==> src/rtl/pacman_pkg.sv <==
// Shared maze-game definitions: coordinate width, monster start positions,
// scheduler state encoding and the single-axis step helper.
package pacman_pkg;

   localparam int unsigned COORD_W = 9;

   localparam logic [COORD_W-1:0] M1_X = 9'd8;
   localparam logic [COORD_W-1:0] M1_Y = 9'd8;
   localparam logic [COORD_W-1:0] M2_X = 9'd264;
   localparam logic [COORD_W-1:0] M2_Y = 9'd8;
   localparam logic [COORD_W-1:0] M3_X = 9'd136;
   localparam logic [COORD_W-1:0] M3_Y = 9'd152;

   typedef enum logic [2:0] {
      S_IDLE   = 3'd0,
      S_SEL    = 3'd1,
      S_Q1     = 3'd2,
      S_Q2     = 3'd3,
      S_COMMIT = 3'd4,
      S_NEXT   = 3'd5
   } state_e;

   // Returns {ok, coord}: one step toward the target on one axis; ok=0 when
   // the delta is zero or the step would leave [0, lim].
   function automatic logic [COORD_W:0] step_toward(
      input logic        [COORD_W-1:0] pos,
      input logic signed [COORD_W:0]   delta,
      input logic        [COORD_W-1:0] lim,
      input int unsigned               step
   );
      logic [COORD_W+1:0] wide;
      logic [COORD_W+1:0] st;
      st          = (COORD_W+2)'(step);
      wide        = '0;
      step_toward = '0;
      if (delta > 0) begin
         wide = {2'b00, pos} + st;
         if (wide <= {2'b00, lim}) begin
            step_toward = {1'b1, wide[COORD_W-1:0]};
         end
      end else if (delta < 0) begin
         if ({2'b00, pos} >= st) begin
            step_toward = {1'b1, pos - st[COORD_W-1:0]};
         end
      end
   endfunction

endpackage

==> src/rtl/monster_step.sv <==
// Combinational chase step: picks primary/secondary axis toward Pacman and
// produces the two candidate coordinates with their in-range/non-zero flags.
module monster_step
   import pacman_pkg::*;
#(
   parameter int unsigned          STEP  = 1,
   parameter logic [COORD_W-1:0]   X_MAX = 9'd279,
   parameter logic [COORD_W-1:0]   Y_MAX = 9'd303
) (
   input  logic [COORD_W-1:0] m_x,
   input  logic [COORD_W-1:0] m_y,
   input  logic [COORD_W-1:0] p_x,
   input  logic [COORD_W-1:0] p_y,
   output logic               prim_ok_c,
   output logic [COORD_W-1:0] prim_x_c,
   output logic [COORD_W-1:0] prim_y_c,
   output logic               sec_ok_c,
   output logic [COORD_W-1:0] sec_x_c,
   output logic [COORD_W-1:0] sec_y_c,
   output logic               no_delta_c
);

   logic signed [COORD_W:0] dx;
   logic signed [COORD_W:0] dy;
   logic        [COORD_W:0] adx;
   logic        [COORD_W:0] ady;
   logic        [COORD_W:0] xc;
   logic        [COORD_W:0] yc;
   logic                    x_first;

   always_comb begin
      dx      = $signed({1'b0, p_x}) - $signed({1'b0, m_x});
      dy      = $signed({1'b0, p_y}) - $signed({1'b0, m_y});
      adx     = dx[COORD_W] ? (COORD_W+1)'(-dx) : (COORD_W+1)'(dx);
      ady     = dy[COORD_W] ? (COORD_W+1)'(-dy) : (COORD_W+1)'(dy);
      xc      = step_toward(m_x, dx, X_MAX, STEP);
      yc      = step_toward(m_y, dy, Y_MAX, STEP);
      // Ties favour the x axis
      x_first = (adx >= ady);

      prim_ok_c  = x_first ? xc[COORD_W] : yc[COORD_W];
      prim_x_c   = x_first ? xc[COORD_W-1:0] : m_x;
      prim_y_c   = x_first ? m_y : yc[COORD_W-1:0];
      sec_ok_c   = x_first ? yc[COORD_W] : xc[COORD_W];
      sec_x_c    = x_first ? m_x : xc[COORD_W-1:0];
      sec_y_c    = x_first ? yc[COORD_W-1:0] : m_y;
      no_delta_c = (dx == '0) && (dy == '0);
   end

endmodule

==> src/rtl/monster_scheduler.sv <==
// Moves three monsters one step toward Pacman per tick, one at a time,
// checking each candidate square against the shared maze ROM.
module monster_scheduler
   import pacman_pkg::*;
#(
   parameter int unsigned        STEP  = 1,
   parameter logic [COORD_W-1:0] X_MAX = 9'd279,
   parameter logic [COORD_W-1:0] Y_MAX = 9'd303
) (
   input  logic               clk,
   input  logic               rst_n,
   input  logic               tick,
   input  logic [COORD_W-1:0] p_x,
   input  logic [COORD_W-1:0] p_y,
   output logic               wall_req,
   output logic [COORD_W-1:0] wall_x,
   output logic [COORD_W-1:0] wall_y,
   input  logic               wall_ack,
   input  logic               wall_hit,
   output logic [COORD_W-1:0] m1_x,
   output logic [COORD_W-1:0] m1_y,
   output logic [COORD_W-1:0] m2_x,
   output logic [COORD_W-1:0] m2_y,
   output logic [COORD_W-1:0] m3_x,
   output logic [COORD_W-1:0] m3_y,
   output logic               busy,
   output logic               round_done,
   output logic               caught,
   output logic               overrun
);

   state_e                  state_q, state_d;
   logic [1:0]              idx_q, idx_d;
   logic                    pend_q, pend_d;
   logic [COORD_W-1:0]      tx_q, tx_d;
   logic [COORD_W-1:0]      ty_q, ty_d;
   logic [2:0][COORD_W-1:0] mx_q, mx_d;
   logic [2:0][COORD_W-1:0] my_q, my_d;
   logic                    mv_q, mv_d;
   logic                    wall_req_q, wall_req_d;
   logic [COORD_W-1:0]      wall_x_q, wall_x_d;
   logic [COORD_W-1:0]      wall_y_q, wall_y_d;
   logic                    busy_q, busy_d;
   logic                    round_done_q, round_done_d;
   logic                    caught_q, caught_d;
   logic                    overrun_q, overrun_d;

   logic [COORD_W-1:0]      cur_x_c, cur_y_c;
   logic                    prim_ok_c, sec_ok_c, no_delta_c;
   logic [COORD_W-1:0]      prim_x_c, prim_y_c, sec_x_c, sec_y_c;

   // Position of the monster currently being processed
   always_comb begin
      case (idx_q)
         2'd2:    begin cur_x_c = mx_q[1]; cur_y_c = my_q[1]; end
         2'd3:    begin cur_x_c = mx_q[2]; cur_y_c = my_q[2]; end
         default: begin cur_x_c = mx_q[0]; cur_y_c = my_q[0]; end
      endcase
   end

   monster_step #(
      .STEP  (STEP),
      .X_MAX (X_MAX),
      .Y_MAX (Y_MAX)
   ) u_step (
      .m_x        (cur_x_c),
      .m_y        (cur_y_c),
      .p_x        (tx_q),
      .p_y        (ty_q),
      .prim_ok_c  (prim_ok_c),
      .prim_x_c   (prim_x_c),
      .prim_y_c   (prim_y_c),
      .sec_ok_c   (sec_ok_c),
      .sec_x_c    (sec_x_c),
      .sec_y_c    (sec_y_c),
      .no_delta_c (no_delta_c)
   );

   always_ff @(posedge clk) begin
      if (!rst_n) begin
         state_q      <= S_IDLE;
         idx_q        <= 2'd1;
         pend_q       <= 1'b0;
         tx_q         <= '0;
         ty_q         <= '0;
         mx_q         <= {M3_X, M2_X, M1_X};
         my_q         <= {M3_Y, M2_Y, M1_Y};
         mv_q         <= 1'b0;
         wall_req_q   <= 1'b0;
         wall_x_q     <= '0;
         wall_y_q     <= '0;
         busy_q       <= 1'b0;
         round_done_q <= 1'b0;
         caught_q     <= 1'b0;
         overrun_q    <= 1'b0;
      end else begin
         state_q      <= state_d;
         idx_q        <= idx_d;
         pend_q       <= pend_d;
         tx_q         <= tx_d;
         ty_q         <= ty_d;
         mx_q         <= mx_d;
         my_q         <= my_d;
         mv_q         <= mv_d;
         wall_req_q   <= wall_req_d;
         wall_x_q     <= wall_x_d;
         wall_y_q     <= wall_y_d;
         busy_q       <= busy_d;
         round_done_q <= round_done_d;
         caught_q     <= caught_d;
         overrun_q    <= overrun_d;
      end
   end

   always_comb begin
      state_d      = state_q;
      idx_d        = idx_q;
      pend_d       = pend_q;
      tx_d         = tx_q;
      ty_d         = ty_q;
      mx_d         = mx_q;
      my_d         = my_q;
      mv_d         = mv_q;
      wall_req_d   = wall_req_q;
      wall_x_d     = wall_x_q;
      wall_y_d     = wall_y_q;
      round_done_d = 1'b0;
      caught_d     = caught_q;
      overrun_d    = overrun_q;

      // Ticks during a round queue one deep; a further one is lost
      if (tick && (state_q != S_IDLE)) begin
         if (pend_q) overrun_d = 1'b1;
         else        pend_d    = 1'b1;
      end

      case (state_q)
         S_IDLE: begin
            if (tick || pend_q) begin
               tx_d    = p_x;
               ty_d    = p_y;
               pend_d  = pend_q && tick;
               idx_d   = 2'd1;
               state_d = S_SEL;
            end
         end
         S_SEL: begin
            mv_d    = 1'b0;
            state_d = no_delta_c ? S_COMMIT : S_Q1;
         end
         // First Q cycle raises the request; later cycles wait for the ack
         S_Q1: begin
            if (!wall_req_q) begin
               if (prim_ok_c) begin
                  wall_req_d = 1'b1;
                  wall_x_d   = prim_x_c;
                  wall_y_d   = prim_y_c;
               end else begin
                  state_d = S_Q2;
               end
            end else if (wall_ack) begin
               wall_req_d = 1'b0;
               if (!wall_hit) begin
                  mv_d    = 1'b1;
                  state_d = S_COMMIT;
               end else begin
                  state_d = S_Q2;
               end
            end
         end
         S_Q2: begin
            if (!wall_req_q) begin
               if (sec_ok_c) begin
                  wall_req_d = 1'b1;
                  wall_x_d   = sec_x_c;
                  wall_y_d   = sec_y_c;
               end else begin
                  state_d = S_COMMIT;
               end
            end else if (wall_ack) begin
               wall_req_d = 1'b0;
               mv_d       = !wall_hit;
               state_d    = S_COMMIT;
            end
         end
         // The accepted candidate is still held on wall_x/wall_y
         S_COMMIT: begin
            if (mv_q) begin
               case (idx_q)
                  2'd1:    begin mx_d[0] = wall_x_q; my_d[0] = wall_y_q; end
                  2'd2:    begin mx_d[1] = wall_x_q; my_d[1] = wall_y_q; end
                  2'd3:    begin mx_d[2] = wall_x_q; my_d[2] = wall_y_q; end
                  default: ;
               endcase
            end
            state_d = S_NEXT;
         end
         S_NEXT: begin
            if (idx_q != 2'd3) begin
               idx_d   = idx_q + 2'd1;
               state_d = S_SEL;
            end else begin
               round_done_d = 1'b1;
               caught_d     = 1'b0;
               for (int k = 0; k < 3; k++) begin
                  if ((mx_q[k] == tx_q) && (my_q[k] == ty_q)) caught_d = 1'b1;
               end
               state_d = S_IDLE;
            end
         end
         default: state_d = S_IDLE;
      endcase

      busy_d = (state_d != S_IDLE);
   end

   assign wall_req   = wall_req_q;
   assign wall_x     = wall_x_q;
   assign wall_y     = wall_y_q;
   assign m1_x       = mx_q[0];
   assign m1_y       = my_q[0];
   assign m2_x       = mx_q[1];
   assign m2_y       = my_q[1];
   assign m3_x       = mx_q[2];
   assign m3_y       = my_q[2];
   assign busy       = busy_q;
   assign round_done = round_done_q;
   assign caught     = caught_q;
   assign overrun    = overrun_q;

endmodule

==> config.mk <==
export PLATFORM = sky130hd
export DESIGN_NAME = monster_scheduler
export DESIGN_NICKNAME = d
export VERILOG_FILES = /design/src/rtl/pacman_pkg.sv /design/src/rtl/monster_step.sv /design/src/rtl/monster_scheduler.sv
export SDC_FILE = /design/constraint.sdc
export NUM_CORES = 1
export LEC_CHECK = 0
export BUFFER_PORTS_ARGS = -buffer_cell sky130_fd_sc_hd__buf_2
export CORE_MARGIN = 2
export CORE_UTILIZATION = 60
export DETAILED_ROUTE_END_ITERATION = 8
export PLACE_DENSITY = 0.93
export SETUP_SLACK_MARGIN = 0.3
export SLEW_MARGIN = 20
export SYNTH_ARGS = -nofsm -noshare
export SYNTH_HDL_FRONTEND = slang
export SYNTH_HIERARCHICAL = 1
export SYNTH_SLANG_ARGS = --single-unit
==> constraint.sdc <==
create_clock -name clk -period 9.1 [get_ports clk]
set_clock_uncertainty 0.2 [all_clocks]
set_input_delay 0.91 -clock clk [delete_from_list [all_inputs] [get_ports clk]]
set_output_delay 0.91 -clock clk [all_outputs]
set_load 0.005 [all_outputs]
==> out/qor.csv, run 1 <==
stage;metric;value;unit
synth;synth.cell_area;8038;µm²
synth;synth_area_leaders;dfxtp_1, nand2_1, ha_1;
timing;hold_violations;0;
synth;synth_seq_cells;102;
setup_path;cp_top_family;compound AO/OA/AOI/OAI gates;
global_routing;grt_pass1_vias;7945;
drt;drt-met1-wl;9896;µm
synth;yosysSeqAreaShare;25.40;%
final_layout;fillers;980;
drt;wl_per_cell;19.33;µm
synth;synth_area_per_cell;7.435;µm²
cts;cts_sinks;102;
floorplan;dieHeight;119.7;µm
synth;synth_top_area_share;25.40;%
outcome;outcome;finished clean;
final_layout;utilization;66.99;%
synth;synth_edf_count;0;
floorplan;rows;42;
final_layout;syn_to_final_growth;9.496;%
setup_path;crit_required;9.13;ns
power;p_per_area;399.9;nW/µm²
place;pre_cts_slack;1.441;ns
setup_path;critPathBufInv;5;
synth;syn_inst;1081;
drt;routed.top_layer;met4;
drt;ant_nets;0;
final_layout;drive_above_1_share;13.07;%
cts;post_cts_resized;0;
timing;setup_viol_count_final;0;
worst_hold_path;hold_path_class;reg2reg;
setup_path;reg2reg_depth;28;
cts;tritoncts.num_buffers;9;
worst_hold_path;hold_path_depth;2;
place;gp_congestion;1.006;
global_routing;antenna_found_initial;0;
drt;routed_wl;25430;µm
setup_path;crit_path_start_kind;flop;
cts;clkSlewWorstSetupHoldPaths;0.07;ns
setup_path;max_stage_delay;0.72;ns
setup_path;crit_type;reg2reg;
timing;worst-slew-pin-transition;1.045;ns
synth;synth_ff_type;dfxtp_1;
drt;drc_errors;0;
setup_path;slowest_stage;o21ai_2;
cts;clockBufferDepth;2;
floorplan;coreArea;13140;µm²
timing;rsz0062_at_grt;no;
power;power.total;3.520;mW
synth;synth_nets;1145;
timing;slew_headroom;30.22;%
final_layout;final_cells;1316;
timing;min_period_over_period;81.27;%
synth;yosysTopAreaCell;dfxtp_1;
global_routing;grt_pass1_wl;40250;µm
setup_path;cp.arrival;7.43;ns
drt;routed-wl-met3;3022;µm
setup_path;cp-end-kind;flop;
drt;drt-initial-drc-count;1128;
timing;timing.hold.ws;0.3032;ns
timing;timing.final.ws_setup;1.705;ns
drt;first_pass_iters;6;
floorplan;start_util;61.18;%
synth;yosysUniqueCellTypes;74;
floorplan;dieWidth;119.7;µm
final_layout;fin_area;8801;µm²
place;dp_hpwl;18120;µm
timing;fin_setup_tns;0;ns
synth;ys_warn_count;6;
global_routing;gr-total-overflow;0;
drt;vias;8661;
power;ir_worst_vdd;375.7;µV
cts;ctsHoldBuffers;0;
drt;dr_wl_met2;11200;µm
run;cap_violations;0;
setup_path;cp_max_fo;27;
final_layout;nNetsFinal;1199;
place;dp.cells;1299;
cts;root_buffer;clkbuf_16;
place;placed_area;8497;µm²
cts;post_cts.repair.setup_buffers;0;
drt;viasPerCell;6.581;
cts;ctsHtreeMaxLevel;3;
timing;min_period;7.395;ns
timing;drv_slew;0;
cts;cts_tree;done;
setup_path;cp.depth;28;
global_routing;track_usage;34.73;%
cts;clock_latency;0.35;ns
global_routing;grt_max_degree;103;
floorplan;die-area;14340;µm²
floorplan;io_pins;100;
power;p_leak;3.721;nW
synth;async_reset_ff_share;0;%
place;io_buffers;99;
timing;fmax;135.2;MHz
final_layout;diodes;0;
-- worst min-delay path, delay by kind of cell, from the launching register on --
kind / cells / cell delay, ns
DFF: 1 / 0.33
AOI/OAI and AO/OA: 1 / 0.05
and+or+nand+nor: 1 / 0.09
-- kinds of logic after synthesis --
kind of cell	synth area share (%)
mux	0.9184
xor+xnor	8.608
compound gates	26.32
flops	25.40
fa+ha+maj	6.569
buf+inv	5.806
simple gates	26.37
-- area by class of cell --
type	count	area [µm²]	area share [%]
timing repair buffer	109	574.3	6.525
clock inverter	6	52.55	0.5971
clock buffer	10	239.0	2.715
tap	176	220.2	2.502
inverter	37	138.9	1.578
sequential	102	2042	23.20
multi-input combinational	876	5534	62.88
-- layer usage --
layer	track usage, %	vias up
met5	0	-
met4	18.90	0
met3	7.557	109
met2	53.14	627
met1	45.61	3989
li1	-	3936
-- power breakdown --
part	switching, mW	total, mW	internal [mW]
combinational	1.59	2.50	0.915
sequential	0.138	0.638	0.500
clock	0.183	0.380	0.198
total	1.91	3.52	1.61
-- final timing paths --
| check | end | from | slack [ns] |
|---|---|---|---|
| min reg2reg | overrun | overrun | 0.30 |
| max reg2reg | wall_y[7] | idx_q[0] | 1.70 |
| min | overrun | overrun | 0.30 |
| max | wall_y[7] | idx_q[0] | 1.70 |
-- cell usage in the layout (no fill, tap or decap), types with 31 or more instances in the layout --
master and n:
a21boi_0 41, a21oi_1 31, buf_2 99, dfxtp_1 102, ha_1 39, inv_1 36
nand2_1 264, nand3_1 65, nor2_1 48, xnor2_1 48, xor2_1 31
-- synth_stat cells, types with 3 or more instances --
| cell type | n |
|---|---|
| a41oi_1 | 3 |
| nor4_1 | 11 |
| a21oi_1 | 31 |
| o211a_1 | 18 |
| nand2b_1 | 3 |
| xnor2_1 | 48 |
| a221oi_1 | 12 |
| xor2_1 | 31 |
| o22ai_1 | 14 |
| o2111ai_1 | 3 |
| a22oi_1 | 25 |
| nand3_1 | 65 |
| buf_6 | 5 |
| nor2_1 | 48 |
| a211o_1 | 3 |
| a31oi_1 | 9 |
| o31ai_1 | 9 |
| mux2i_1 | 4 |
| o21a_1 | 5 |
| nor3_1 | 21 |
| ha_1 | 39 |
| dfxtp_1 | 102 |
| a21boi_0 | 41 |
| and3_1 | 4 |
| nand4b_1 | 3 |
| a211oi_1 | 15 |
| nor2b_1 | 5 |
| inv_1 | 36 |
| a21o_1 | 7 |
| nand2_1 | 264 |
| buf_4 | 6 |
| o21ai_1 | 5 |
| and2_1 | 11 |
| nand4_1 | 12 |
| a21boi_1 | 24 |
| or3_1 | 5 |
| o21ai_0 | 31 |
| buf_2 | 16 |
| clkbuf_1 | 39 |
No activity file was read; power rests on OpenSTA's default activity.
==> inputs of run 2 (changes only) <==
--- a/config.mk
+++ b/config.mk
@@ -7,9 +7,9 @@
 export LEC_CHECK = 0
 export BUFFER_PORTS_ARGS = -buffer_cell sky130_fd_sc_hd__buf_2
 export CORE_MARGIN = 2
-export CORE_UTILIZATION = 60
+export CORE_UTILIZATION = 54
 export DETAILED_ROUTE_END_ITERATION = 8
-export PLACE_DENSITY = 0.93
+export PLACE_DENSITY = 0.89
 export SETUP_SLACK_MARGIN = 0.3
 export SLEW_MARGIN = 20
 export SYNTH_ARGS = -nofsm -noshare
==> constraint.sdc (replaced) <==
create_clock -name clk -period 6.3 [get_ports clk]
set_clock_uncertainty 0.2 [all_clocks]
set_input_delay 0.63 -clock clk [delete_from_list [all_inputs] [get_ports clk]]
set_output_delay 0.63 -clock clk [all_outputs]
set_load 0.005 [all_outputs]
==> run 2 against run 1 <==
Maximum frequency up 29%. Non-clock buffer count up 14. Largest power group unchanged. Largest cell class unchanged. Power up 56%. Clock power up 52%. Clock-buffer cell count up 1.
==> out/qor.csv, run 2 (synthesis results as in run 1) <==
stage;metric;value;unit
drt;routed_wl;25830;µm
timing;min_period_over_period;90.81;%
worst_hold_path;hold_path_depth;2;
floorplan;dieHeight;126;µm
power;p_per_area;606.1;nW/µm²
place;dp_hpwl;18870;µm
drt;drc_errors;0;
drt;ant_nets;0;
cts;clockBufferDepth;2;
setup_path;rrSetupSlack;0.58;ns
cts;cts_sinks;102;
timing;fmax;174.8;MHz
timing;worst-slew-pin-transition;0.9099;ns
final_layout;nNetsFinal;1215;
floorplan;dieWidth;126;µm
final_layout;fillers;1227;
setup_path;slowest_stage;fa_1;
global_routing;track_usage;31.17;%
setup_path;cp.arrival;5.76;ns
timing;slew_headroom;39.34;%
drt;first_pass_iters;8;
outcome;outcome;finished clean;
final_layout;drive_above_1_share;15.31;%
worst_hold_path;min_from;m3_y[8];
timing;rsz0062_at_grt;no;
drt;drt-initial-drc-count;1118;
cts;root_buffer;clkbuf_16;
setup_path;reg2reg_depth;28;
setup_path;r2r-start;idx_q[0];
global_routing;antenna_found_initial;0;
timing;timing.hold.ws;0.3197;ns
cts;ctsHoldBuffers;0;
place;io_buffers;99;
setup_path;max_stage_delay;0.43;ns
place;placed_area;8592;µm²
final_layout;fin_area;9042;µm²
cts;clkSlewWorstSetupHoldPaths;0.07;ns
global_routing;grt_pass1_vias;7761;
floorplan;rows;44;
place;gp_congestion;0.9798;
cts;ctsHtreeMaxLevel;3;
global_routing;gr-total-overflow;0;
power;ir_worst_vdd;545.9;µV
timing;min_period;5.721;ns
run;cap_violations;0;
drt;wl_per_cell;19.27;µm
setup_path;cp-end-kind;flop;
worst_hold_path;min_to;m3_y[8];
final_layout;syn_to_final_growth;12.50;%
timing;timing.final.ws_setup;0.5789;ns
floorplan;io_pins;100;
final_layout;layout_commonest_cell;nand2_1;
setup_path;crit_path_start_kind;flop;
timing;setup_viol_count_final;0;
floorplan;coreArea;14530;µm²
final_layout;diodes;0;
cts;tritoncts.num_buffers;9;
cts;cts_tree;done;
timing;fin_setup_tns;0;ns
timing;hold_violations;0;
drt;vias;8589;
setup_path;crit_required;6.34;ns
timing;drv_slew;0;
global_routing;grt_max_degree;103;
floorplan;die-area;15880;µm²
setup_path;crit_type;reg2reg;
final_layout;mostFrequentLayoutCells;nand2_1, dfxtp_1, buf_2;
global_routing;grt_pass1_wl;40840;µm
cts;clock_latency;0.34;ns
setup_path;cp_max_fo;20;
place;pre_cts_slack;0.1202;ns
setup_path;r2r-end;wall_y[2];
power;p_leak;3.815;nW
floorplan;start_util;55.30;%
worst_hold_path;hold_path_class;reg2reg;
drt;viasPerCell;6.410;
[run 2: where the power goes]
part	internal, mW	switching, mW	total (mW)
registers	0.723	0.181	0.904
clock network	0.324	0.254	0.577
logic	1.49	2.51	4.00
[run 2: what timing repair did]
| item | 4_1_cts | 5_1_grt |
|---|---|---|
| pin swaps | 1 | 3 |
| endpoints found under the setup margin | 19 | 22 |
| gates resized for setup | 3 | 20 |
| endpoints found under the hold margin | 0 | 0 |
| buffers inserted | 1 | 3 |
| gates cloned | 0 | 2 |
[run 2: through the flow]
stage	util [%]	cells	power, mW
final	62.22	1340	5.480
after global routing	62.22	1340	5.840
after CTS	61.36	1335	5.178
after detailed placement	59.12	1318	4.523
after global placement	59.12	1318	4.407
after floorplan	-	1081	3.721
[run 2: worst max path at each step]
| stage | cells after the start | slack (ns) | end | startpoint |
|---|---|---|---|---|
| after floorplan | 30 | 0.34 | wall_x[8] | idx_q[0] |
| after global placement | 25 | 0.48 | wall_y[6] | idx_q[0] |
| after detailed placement | 25 | 0.12 | wall_y[3] | idx_q[0] |
| after CTS | 26 | 0.37 | wall_y[4] | idx_q[0] |
| after global routing | 26 | 0.29 | wall_x[4] | idx_q[0] |
| final | 28 | 0.58 | wall_y[2] | idx_q[0] |
[run 2: area by class of cell]
class                      instances  area [µm²]  share of cell area, %
inverter                          37       138.9                  1.536
clock inverter                     5       65.06                 0.7195
clock buffer                      11       242.7                  2.684
timing repair buffer             123       695.7                  7.693
tap                              184       230.2                  2.546
sequential                       102        2042                  22.58
multi-input combinational        878        5628                  62.24
[run 2: metal layers]
layer,share of wire (%),global-route usage (%)
met4,3.5,9.632
met3,12,5.735
met2,45,50.57
met5,0,0
met1,40,42.25
[run 2: critical path: cells and delay by family (launching register included)]
| family | cells | cell delay [ns] |
|---|---|---|
| compound gates | 11 | 1.82 |
| xor+xnor | 2 | 0.20 |
| fa+ha+maj | 4 | 1.23 |
| buf+inv | 6 | 0.99 |
| flops | 1 | 0.35 |
| simple gates | 5 | 0.81 |
